**config.mk**
```make
export PLATFORM = sky130hd
export DESIGN_NAME = param_updown_counter
export DESIGN_NICKNAME = d
export VERILOG_FILES = /design/src/rtl/param_updown_counter.sv
export SDC_FILE = /design/constraint.sdc
export NUM_CORES = 1
export LEC_CHECK = 0
export ABC_CLOCK_PERIOD_IN_PS = 1900
export BUFFER_PORTS_ARGS = -buffer_cell sky130_fd_sc_hd__buf_2
export CAP_MARGIN = 20
export CORE_AREA = 2 2 48 50
export DETAILED_ROUTE_END_ITERATION = 8
export DIE_AREA = 0 0 50 52
export PLACE_DENSITY = 0.72
export SLEW_MARGIN = 30
export SYNTH_ARGS = -nofsm -noshare
export SYNTH_HDL_FRONTEND = slang
export SYNTH_SLANG_ARGS = --single-unit
export TNS_END_PERCENT = 30
```
**constraint.sdc**
```tcl
create_clock -name clk -period 1.9 [get_ports clk]
set_input_delay 0.19 -clock clk [delete_from_list [all_inputs] [get_ports clk]]
set_output_delay 0.19 -clock clk [all_outputs]
set_load 0.005 [all_outputs]
```
**src/rtl/param_updown_counter.sv**
```systemverilog
// Parametrised up/down modulo counter with clear, load, terminal-count pulse,
// sticky overflow and optional one-shot stop.
module param_updown_counter #(
  parameter int unsigned     WIDTH       = 8,
  parameter longint unsigned MOD_VALUE   = 256,
  parameter longint unsigned RESET_VALUE = 0,
  parameter bit              ONE_SHOT    = 1'b0
) (
  input  logic             clk,
  input  logic             reset,
  input  logic             en,
  input  logic             up_dn,
  input  logic             clr,
  input  logic             load,
  input  logic [WIDTH-1:0] load_val,
  input  logic             ovf_clr,
  output logic [WIDTH-1:0] count,
  output logic             tc,
  output logic             ovf,
  output logic             load_err,
  output logic             done
);

  localparam logic [WIDTH-1:0] TERM_UP  = WIDTH'(MOD_VALUE - 1);
  localparam logic [WIDTH-1:0] ZERO     = '0;
  localparam logic [WIDTH-1:0] RST_CNT  = WIDTH'(RESET_VALUE);
  localparam logic [WIDTH:0]   MOD_WIDE = (WIDTH + 1)'(MOD_VALUE);

  logic [1:0]       rst_sync_q;
  logic             active;
  logic [WIDTH-1:0] count_q, count_d;
  logic             tc_q, tc_d;
  logic             ovf_q, ovf_d;
  logic             load_err_q, load_err_d;
  logic             done_q, done_d;
  logic             at_term;
  logic [WIDTH-1:0] stepped;
  logic [WIDTH-1:0] term_dir;

  // Reset release is synchronised; the counter stays idle until both stages are set.
  always_ff @(posedge clk or negedge reset) begin
    if (!reset) rst_sync_q <= 2'b00;
    else        rst_sync_q <= {rst_sync_q[0], 1'b1};
  end

  assign active = rst_sync_q[1];

  always_ff @(posedge clk or negedge reset) begin
    if (!reset) begin
      count_q    <= RST_CNT;
      tc_q       <= 1'b0;
      ovf_q      <= 1'b0;
      load_err_q <= 1'b0;
      done_q     <= 1'b0;
    end else begin
      count_q    <= count_d;
      tc_q       <= tc_d;
      ovf_q      <= ovf_d;
      load_err_q <= load_err_d;
      done_q     <= done_d;
    end
  end

  // Next-state: clr > load > en; ovf set takes precedence over ovf_clr.
  always_comb begin
    count_d    = count_q;
    tc_d       = 1'b0;
    ovf_d      = ovf_q;
    load_err_d = 1'b0;
    done_d     = done_q;
    term_dir   = up_dn ? TERM_UP : ZERO;
    at_term    = (count_q == term_dir);
    stepped    = up_dn ? (count_q + WIDTH'(1)) : (count_q - WIDTH'(1));

    if (active) begin
      if (ovf_clr) ovf_d = 1'b0;
      if (clr) begin
        count_d = ZERO;
        done_d  = 1'b0;
      end else if (load) begin
        done_d = 1'b0;
        if ({1'b0, load_val} >= MOD_WIDE) begin
          count_d    = TERM_UP;
          load_err_d = 1'b1;
        end else begin
          count_d = load_val;
        end
      end else if (en && !done_q) begin
        if (at_term) begin
          tc_d = 1'b1;
          if (ONE_SHOT) begin
            done_d = 1'b1;
          end else begin
            count_d = up_dn ? ZERO : TERM_UP;
            ovf_d   = 1'b1;
          end
        end else begin
          count_d = stepped;
          // One-shot stops on the edge that lands on the terminal value.
          if (ONE_SHOT && (stepped == term_dir)) begin
            tc_d   = 1'b1;
            done_d = 1'b1;
          end
        end
      end
    end
  end

  assign count    = count_q;
  assign tc       = tc_q;
  assign ovf      = ovf_q;
  assign load_err = load_err_q;
  assign done     = done_q;

endmodule

```
==> results of run 1 <==
==> metrics by stage <==
stage	cells	setup slack [ns]	area (um2)
floorplan	107	0.00577	910
global placement	174	-0.0761	1180
detailed placement	174	-0.131	1180
CTS	179	-0.0144	1240
global route	179	-0.107	1280
finish	179	-0.0121	1280
==> cell usage after synthesis, drive strengths merged, types with 2 or more instances <==
| library cell | number | area (um2) |
|---|---|---|
| nor2 | 14 | 52.6 |
| dfrtp | 12 | 300 |
| nand2 | 12 | 45.0 |
| a21oi | 8 | 40.0 |
| o21ai | 8 | 43.8 |
| inv | 7 | 26.3 |
| ha | 6 | 75.1 |
| nand3 | 5 | 25.0 |
| a21o | 4 | 30.0 |
| buf | 3 | 26.3 |
| a32oi | 2 | 17.5 |
| conb | 2 | 7.51 |
| mux2i | 2 | 20.0 |
| nand2b | 2 | 12.5 |
| nor2b | 2 | 12.5 |
| o41ai | 2 | 17.5 |
==> power groups by stage <==
stage / registers, uW / clock network, uW / logic (uW)
final: 307 / 151 / 457
after global routing: 310 / 175 / 504
after CTS: 305 / 156 / 420
after detailed placement: 309 / 0 / 396
after global placement: 308 / 0 / 386
after floorplan: 314 / 0 / 211
==> final cells by class <==
type,count,share of cell area (%)
clock buffers,3,1.76
inverters,7,2.05
well taps,28,2.73
repair buffers,45,21.9
flip-flops and latches,12,23.4
multi-input cells,84,48.1
==> layer usage <==
metal  up-vias  wire length, um
li1        465                -
met1       457             1010
met2        40             1340
met3         4              145
met4         0               34
met5         -                0
==> cell families (layout without fill, tap and decap cells) <==
family	count (synthesis)	in the layout	synth area share, %
AOI/OAI and AO/OA	33	33	25.9
DFF	12	12	33.6
muxes	3	3	3.50
other	2	3	0.841
buffers and inverters	11	55	6.30
xor gates and xnor gates	2	2	1.96
and+or+nand+nor	36	36	17.2
adders and majority gates	7	7	10.6
==> path summary, 6_finish.rpt <==
check / endpoint / cells past startpoint
max: count[7]$_DFFE_PN0P_ / 8
min: count[7]$_DFFE_PN0P_ / 3
max reg2reg: count[7]$_DFFE_PN0P_ / 8
min reg2reg: rst_sync_q[1]$_DFF_PN0_ / 0
max in group asynchronous: count[5]$_DFFE_PN0P_ / 2
min in group asynchronous: ovf$_DFFE_PN0P_ / 2
==> flip-flops by register name (all words and copies together), names as in the netlist <==
register,cells
count,8
tc,1
rst_sync_q,2
ovf,1
==> timing repair <==
item                                    CTS  global route
pin swaps                                 7             3
buffers inserted                          1             0
endpoints found under the setup margin    5             7
endpoints found under the hold margin    12             0
resized for setup                         4            10
hold buffers                              1             0
==> tightest hold or removal path: cells and delay by family <==
kind                   cells  cell delay (ns)
AND/OR/NAND/NOR            1             0.05
AO/OA/AOI/OAI              1             0.08
buffers and inverters      1             0.08
==> metrics, run 1 <==
largest net degree at the start of global routing=13; RSZ-0062 raised after global routing=true; CP max FO=6; post-DP HPWL=~2000 um; vias per inst=~5.4; first-pass GRT wire length=between 4000 and 5000 um; CP dominant cell by count=nand2_1; VDD IR-drop max=0.506 mV; LEAKAGE=around 0.00066 uW; vias=just under 1000; CP Cell Sequence=ha_4 > buf_4 > nand3_1 > a211o_4 > nand2_1 > nor2_1 > a2111o_1 > nand2_1; clk root buf=clkbuf_4; synth unique cells=33; status=finished with violations; EDFF count, synth=0; Post-Syn Area=approximately 900 um2; First-pass DRT Iterations=4; DRT antenna net count=0; clock sink total=12; total of max-cap violations=0; post-route total power=between 900 and 1000 uW; family with the most delay on the worst path=compound AO/OA/AOI/OAI gates; initial antenna violation count=0; hold path startpoint=load_val[7]; Switch Pwr=~320 uW; synth warn=0; area grow syn2layout=43.4%; CTS tree=done; DR WL/cell=14.1 um; met2 Use GR=between 30% and 40%; Die W=~50 um; FF-to-FF setup slack=-0.01 ns; synthesized area per cell=approximately 8.4 um2; Ant. Diodes=0; Worst path slowest cell=dfrtp_1; TritonCTS Buffers=3; WL final=about 2500 um; met3 Use GR=1.15%; gr busiest metal=met2; initial core utilization=42.4%; Tcrit/Tclk final=101%; Final Max Slew Viols=0; DR iter-0 viols=27; fmax=roughly 0.52 GHz; Crit. Startpoint=count[4]$_DFFE_PN0P_; kind of start point of the critical path=flop; Port Buf Inserts=24; num rows=17; post-synthesis sequential area ratio=between 30% and 40%; total global-route track usage=21.7%; Worst Path Buf+Inv=1; Hold Slack=~0.17 ns; Die Y=52 um; # IOs=27; clock share of power=16.5%; post-layout util=a little over 60%; routability cong.=roughly 0.9; Post-Syn Instances=about 110; Clock Skews=about 0.0012 ns; Req. time, crit path=roughly 2.1 ns; Hold Vio Cnt, Final=0; commonest non-fill, non-tap cell in the layout=buf_2; Net Sw Frac=between 30% and 40%; H-tree levels=1; FF+latch count, synth=12; min Tclk post-route=approximately 1.9 ns; combinational fraction of design power=roughly 50%; share of layout cells above drive strength 1=about two fifths; clock buffer depth=2; die area=2600 um2; Hold Crit Class=in -> reg; Pwr Density=714 nW/um2; clock-pin transition on the worst setup and hold timing paths=roughly 0.070 ns; Primary FF master, synth=dfrtp_1; violated checks=setup timing; setup ws final=-0.0121 ns; slowest cell delay on critical path=roughly 0.42 ns; Setup violations, final=1; Worst EP arrival=about 2.1 ns; TNS Setup=-0.0121 ns; crit path kind=reg -> reg; clock latency on the worst-skew pair=0.27 ns; Int Pwr=a little under 600 uW; DRC Markers=0; crit path capture type=flop; area of the multi-input gates=617 um2; Post-synth ARST share=100%; Final nets=175; sequential cell fraction of total power=~34%; core footprint=roughly 2100 um2; commonest non-fill, non-tap cells in the layout=24 x buf_2, 20 x buf_4, 13 x nor2_1; worst r2r src=count[4]$_DFFE_PN0P_; vias in the first global route=960; register area=approximately 300 um2; met1 track utilization from global routing=about a quarter; gr ovfl total=0; fillers=around 190
Power figures use the tool's default switching activity.
==> inputs of run 2 (changes only) <==
--- a/config.mk
+++ b/config.mk
@@ -8,10 +8,10 @@
 export ABC_CLOCK_PERIOD_IN_PS = 1900
 export BUFFER_PORTS_ARGS = -buffer_cell sky130_fd_sc_hd__buf_2
 export CAP_MARGIN = 20
-export CORE_AREA = 2 2 48 50
+export CORE_AREA = 2 2 51 53
 export DETAILED_ROUTE_END_ITERATION = 8
-export DIE_AREA = 0 0 50 52
-export PLACE_DENSITY = 0.72
+export DIE_AREA = 0 0 53 55
+export REMOVE_ABC_BUFFERS = 1
 export SLEW_MARGIN = 30
 export SYNTH_ARGS = -nofsm -noshare
 export SYNTH_HDL_FRONTEND = slang
==> metrics, run 2 (synthesized netlist as in run 1, its figures left out) <==
clock sink total=12; Clock Skews=roughly 0.0067 ns; DRC Markers=0; num rows=18; gr ovfl total=0; H-tree levels=1; CTS tree=done; area of the multi-input gates=roughly 660 um2; Pwr Density=between 700 and 800 nW/um2; LEAKAGE=about 0.00073 uW; Hold Vio Cnt, Final=0; Ant. Diodes=0; vias per inst=~5.2; Die Y=around 55 um; area grow syn2layout=59.8%; violated checks=setup timing; crit path kind=reg -> reg; post-DP HPWL=2030 um; initial antenna violation count=0; # IOs=27; status=finished with violations; clock latency on the worst-skew pair=approximately 0.28 ns; crit path capture type=flop; DRT antenna net count=0; Die W=around 53 um; Tcrit/Tclk final=100%; Worst EP arrival=approximately 2.1 ns; placed insts=186; largest net degree at the start of global routing=13; TritonCTS Buffers=3; vias=1002; pre-CTS setup slack=-0.277 ns; Hold Crit Class=in -> reg; vias in the first global route=935; clock-pin transition on the worst setup and hold timing paths=0.09 ns; First-pass DRT Iterations=4; initial core utilization=between 30% and 40%; setup ws final=-0.00786 ns; Req. time, crit path=approximately 2.1 ns; commonest non-fill, non-tap cells in the layout=30 x buf_4, 24 x buf_2, 12 x nand2_1, 12 x dfrtp_1, 11 x nor2_1; Port Buf Inserts=24; TNS Setup=-0.00786 ns; total global-route track usage=a little under 20%; fmax=0.524 GHz; fillers=224; total of max-cap violations=0; DR WL/cell=approximately 13 um; share of layout cells above drive strength 1=a little under half; routability cong.=just over 0.9; commonest non-fill, non-tap cell in the layout=buf_4; first-pass GRT wire length=4080 um; Setup violations, final=1; clk root buf=clkbuf_4; RSZ-0062 raised after global routing=true; VDD IR-drop max=0.458 mV; Final nets=roughly 190; DR iter-0 viols=27; min Tclk post-route=approximately 1.9 ns; clock buffer depth=2; CP max FO=4; WL final=2600 um; die area=between 2000 and 3000 um2; Non-Filler Instances=between 150 and 200; Final Max Slew Viols=0; kind of start point of the critical path=flop; register area=300 um2; core footprint=approximately 2400 um2; max reg flops=8
-- run 2: final timing paths --
path / cells past startpoint / start / endpoint / slack (ns)
worst max-delay path: 7 / count[4]$_DFFE_PN0P_ / count[7]$_DFFE_PN0P_ / -0.008
worst min-delay path: 3 / load_val[7] / count[7]$_DFFE_PN0P_ / 0.16
worst max register to register: 7 / count[4]$_DFFE_PN0P_ / count[7]$_DFFE_PN0P_ / -0.008
worst min register to register: 0 / rst_sync_q[0]$_DFF_PN0_ / rst_sync_q[1]$_DFF_PN0_ / 0.36
max in group asynchronous: 2 / reset / rst_sync_q[0]$_DFF_PN0_ / 1.32
min in group asynchronous: 2 / reset / count[0]$_DFFE_PN0P_ / 0.35
-- run 2: power by group --
group	internal [uW]	switching (uW)	total, uW
Clock	116	94.1	211
Combinational	278	235	513
Sequential	282	24.9	307
Total	677	354	1030
-- run 2: per-layer routing --
metal  share of wire [%]  GRT usage [%]  vias to the layer above
met4                 1.7           8.55                        0
met5                   0              0                        -
met3                 3.9           1.61                        8
met2                  50           34.0                       36
li1                    -              -                      486
met1                  44           24.1                      472
-- run 2: cell type report --
type | count | share of cell area [%]
tap | 30 | 2.63
sequential | 12 | 21.0
multi-input combinational | 84 | 46.3
timing repair buffer | 56 | 25.7
clock buffer | 4 | 2.54
inverter | 7 | 1.84
-- run 2: critical path: stages (launching register included) --
cell	delay [ns]
dfrtp_1	0.42
ha_4	0.24
a21o_1	0.17
a21o_1	0.19
a221oi_4	0.32
nor2_1	0.09
a2111o_1	0.35
nand2_1	0.07
-- run 2: stage by stage --
step	util (%)	area [um2]	power (uW)	hold slack [ns]
finish	60.4	1430	1030	0.160
global route	60.4	1430	1100	0.177
CTS	57.4	1360	984	0.150
detailed placement	52.5	1240	728	0.0899
global placement	52.5	1240	720	0.0837
floorplan	-	867	514	-0.106
-- run 2: repair_timing --
action	in CTS	in global routing
setup buffers	1	1
hold buffers	1	0
hold endpoints to repair	12	0
resized for setup	7	18
endpoints found under the setup margin	6	7
pin swaps	4	4
==> inputs of run 3 (changes only) <==
--- a/config.mk
+++ b/config.mk
@@ -5,12 +5,14 @@
 export SDC_FILE = /design/constraint.sdc
 export NUM_CORES = 1
 export LEC_CHECK = 0
+export ABC_AREA = 1
 export ABC_CLOCK_PERIOD_IN_PS = 1900
 export BUFFER_PORTS_ARGS = -buffer_cell sky130_fd_sc_hd__buf_2
 export CAP_MARGIN = 20
-export CORE_AREA = 2 2 51 53
+export CORE_AREA = 2 2 55 57
+export CTS_CLUSTER_SIZE = 25
 export DETAILED_ROUTE_END_ITERATION = 8
-export DIE_AREA = 0 0 53 55
+export DIE_AREA = 0 0 57 59
 export REMOVE_ABC_BUFFERS = 1
 export SLEW_MARGIN = 30
 export SYNTH_ARGS = -nofsm -noshare
==> metrics, run 3 <==
status=complete, no violations; LEAKAGE=0.000785 uW; gr ovfl total=0; Post-synth ARST share=between 90% and 100%; clock latency on the worst-skew pair=around 0.27 ns; H-tree levels=1; fmax=approximately 0.59 GHz; CP Cell Sequence=ha_1 > nand2_1 > inv_1 > a21oi_1 > nand2_1 > nand2_1 > nand3_1 > nand2_1 > nand2_1 > nand2_1 > nand2_1; area share of the largest cell type after synthesis=28.4%; area grow syn2layout=18.7%; Die Y=around 59 um; commonest non-fill, non-tap cells in the layout=63 x nand2_1, 24 x buf_2, 17 x inv_1; Ant. Diodes=0; post-synthesis xor/xnor area fraction=~4.8%; vias per inst=4.70; Pwr Density=between 700 and 800 nW/um2; clock buffer depth=2; RSZ-0062 raised after global routing=false; core footprint=between 2000 and 3000 um2; die area=~3400 um2; TritonCTS Buffers=3; # Post-CTS Setup Buffers=0; Worst path slowest cell=dfrtp_1; adder-cell share of the synthesized area=under 10%; combinational fraction of design power=about 43%; First-pass DRT Iterations=4; most common cell in the netlist=nand2_1; sequential cell fraction of total power=between 30% and 40%; clk root buf=clkbuf_4; DR iter-0 viols=9; TNS Setup=0 ns; top cells by area, synth=dfrtp_1 28%, nand2_1 22%, ha_1 7.1%, inv_1 6.0%, nand3_1 5.2%; DR WL/cell=about 11 um; EDFF count, synth=0; commonest non-fill, non-tap cell in the layout=nand2_1; Net Sw Frac=between 30% and 40%; Port Buf Inserts=24; Switch Pwr=332 uW; DRC Markers=0; synthesized area per cell=~6.7 um2; CTS tree=done; # IOs=27; CP dominant cell by count=nand2_1; post-layout util=between 40% and 50%; kind of start point of the critical path=flop; Hold Crit Class=in -> reg; synth warn=0; vias=1030; Setup violations, final=0; post-DP HPWL=2010 um; first-pass GRT wire length=around 4000 um; Die W=about 57 um; share of layout cells above drive strength 1=roughly a quarter; clock-pin transition on the worst setup and hold timing paths=~0.07 ns; Int Pwr=557 uW; Post-Syn Area=1060 um2; FF+latch count, synth=12; WL final=about 2400 um; Synth Area in Compound Gates=~3%; Primary FF master, synth=dfrtp_1; largest net degree at the start of global routing=17; commonest cells in the netlist=63 x nand2_1, 17 x inv_1, 14 x nor2_1, 12 x dfrtp_1, 11 x nand3_1; CP max FO=5; initial core utilization=39.1%; Final Max Slew Viols=0; slowest cell delay on critical path=0.41 ns; initial antenna violation count=0; Hold Vio Cnt, Final=0; Clock Skews=between 0.0015 and 0.002 ns; crit path kind=reg -> reg; post-synthesis sequential area ratio=approximately 28%; clock sink total=12; crit path capture type=flop; num rows=19; Req. time, crit path=2.07 ns; max reg flops=8; Simple-Gate Fraction of Synth Area=43.6%; largest family of logic cells by synthesized area=simple AND/OR/NAND/NOR gates; routability cong.=~0.92; synth unique cells=29; Tcrit/Tclk final=~89%; total global-route track usage=15.1%; largest area contributor in the netlist=dfrtp_1; total of max-cap violations=0; DRT antenna net count=0; Post-Syn Instances=around 160; vias in the first global route=940; clock share of power=22.5%; VDD IR-drop max=0.483 mV; Final nets=around 210; min Tclk post-route=roughly 1.7 ns; Worst EP arrival=around 1.9 ns; multiplexer area fraction after synthesis=0%
## run 3: cell types whose count changed after synthesis, moves of 3 or more
cell and change:
o21ai_0 -5, nand2_2 +3, nand3_1 +6, nand2_1 +51, a21oi_1 -6, a21o_1 -4
inv_1 +10
## run 3: power by group through the flow
| stage | Combinational, uW | Sequential (uW) | Clock (uW) |
|---|---|---|---|
| floorplan | 268 | 311 | 0 |
| CTS | 384 | 308 | 207 |
| finish | 382 | 307 | 200 |
| global route | 439 | 312 | 215 |
| global placement | 379 | 312 | 0 |
| detailed placement | 381 | 313 | 0 |
## run 3: logic make-up after synthesis
logic type | Yosys count
other cells | 2
simple gates | 103
flops | 12
xor+xnor | 5
compound gates | 6
fa+ha+maj | 7
buf+inv | 24
## run 3: per-stage QoR
stage	worst slack [ns]	cell area, um2	hold slack, ns	std cells	power [uW]
finish	0.213	1260	0.204	219	889
CTS	0.190	1260	0.200	219	900
global placement	0.224	1210	0.0770	214	690
floorplan	0.327	1030	-0.106	156	580
global route	0.0930	1260	0.225	219	965
detailed placement	0.210	1210	0.0815	214	694
## run 3: repair_timing
item	in CTS	in global routing
endpoints found under the setup margin	0	0
hold buffers	1	0
resized for setup	0	0
hold endpoints to repair	12	0
## run 3: worst paths after layout
| check | endpoint | slack, ns | from | cells past startpoint |
|---|---|---|---|---|
| worst max-delay path | count[7]$_DFFE_PN0P_ | 0.21 | count[6]$_DFFE_PN0P_ | 11 |
| worst min-delay path | ovf$_DFFE_PN0P_ | 0.20 | ovf_clr | 4 |
| max in group asynchronous | ovf$_DFFE_PN0P_ | 1.37 | reset | 2 |
| worst max register to register | count[7]$_DFFE_PN0P_ | 0.21 | count[6]$_DFFE_PN0P_ | 11 |
| worst min register to register | rst_sync_q[1]$_DFF_PN0_ | 0.36 | rst_sync_q[0]$_DFF_PN0_ | 0 |
| min in group asynchronous | count[4]$_DFFE_PN0P_ | 0.32 | reset | 2 |
## run 3: worst max-delay path, delay by kind of cell (launching register included)
| kind | cells | cell delay (ns) |
|---|---|---|
| simple gates | 8 | 0.59 |
| fa+ha+maj | 1 | 0.37 |
| compound gates | 1 | 0.18 |
| flops | 1 | 0.41 |
| buf+inv | 1 | 0.04 |
## run 3: metal layers
layer	vias up	wire [um]	GRT usage [%]
met5	-	0	0
met4	0	20	5.98
met3	4	68	0.655
met2	17	1210	27.1
met1	462	1050	19.2
li1	547	-	-
## run 3: area by class of cell
cell class,instances,area [um2]
fillers,291,1450
multi-input cells,124,652
flip-flops and latches,12,300
repair buffers,28,153
inverters,20,76.3
well taps,31,38.8
clock buffers,4,36.3
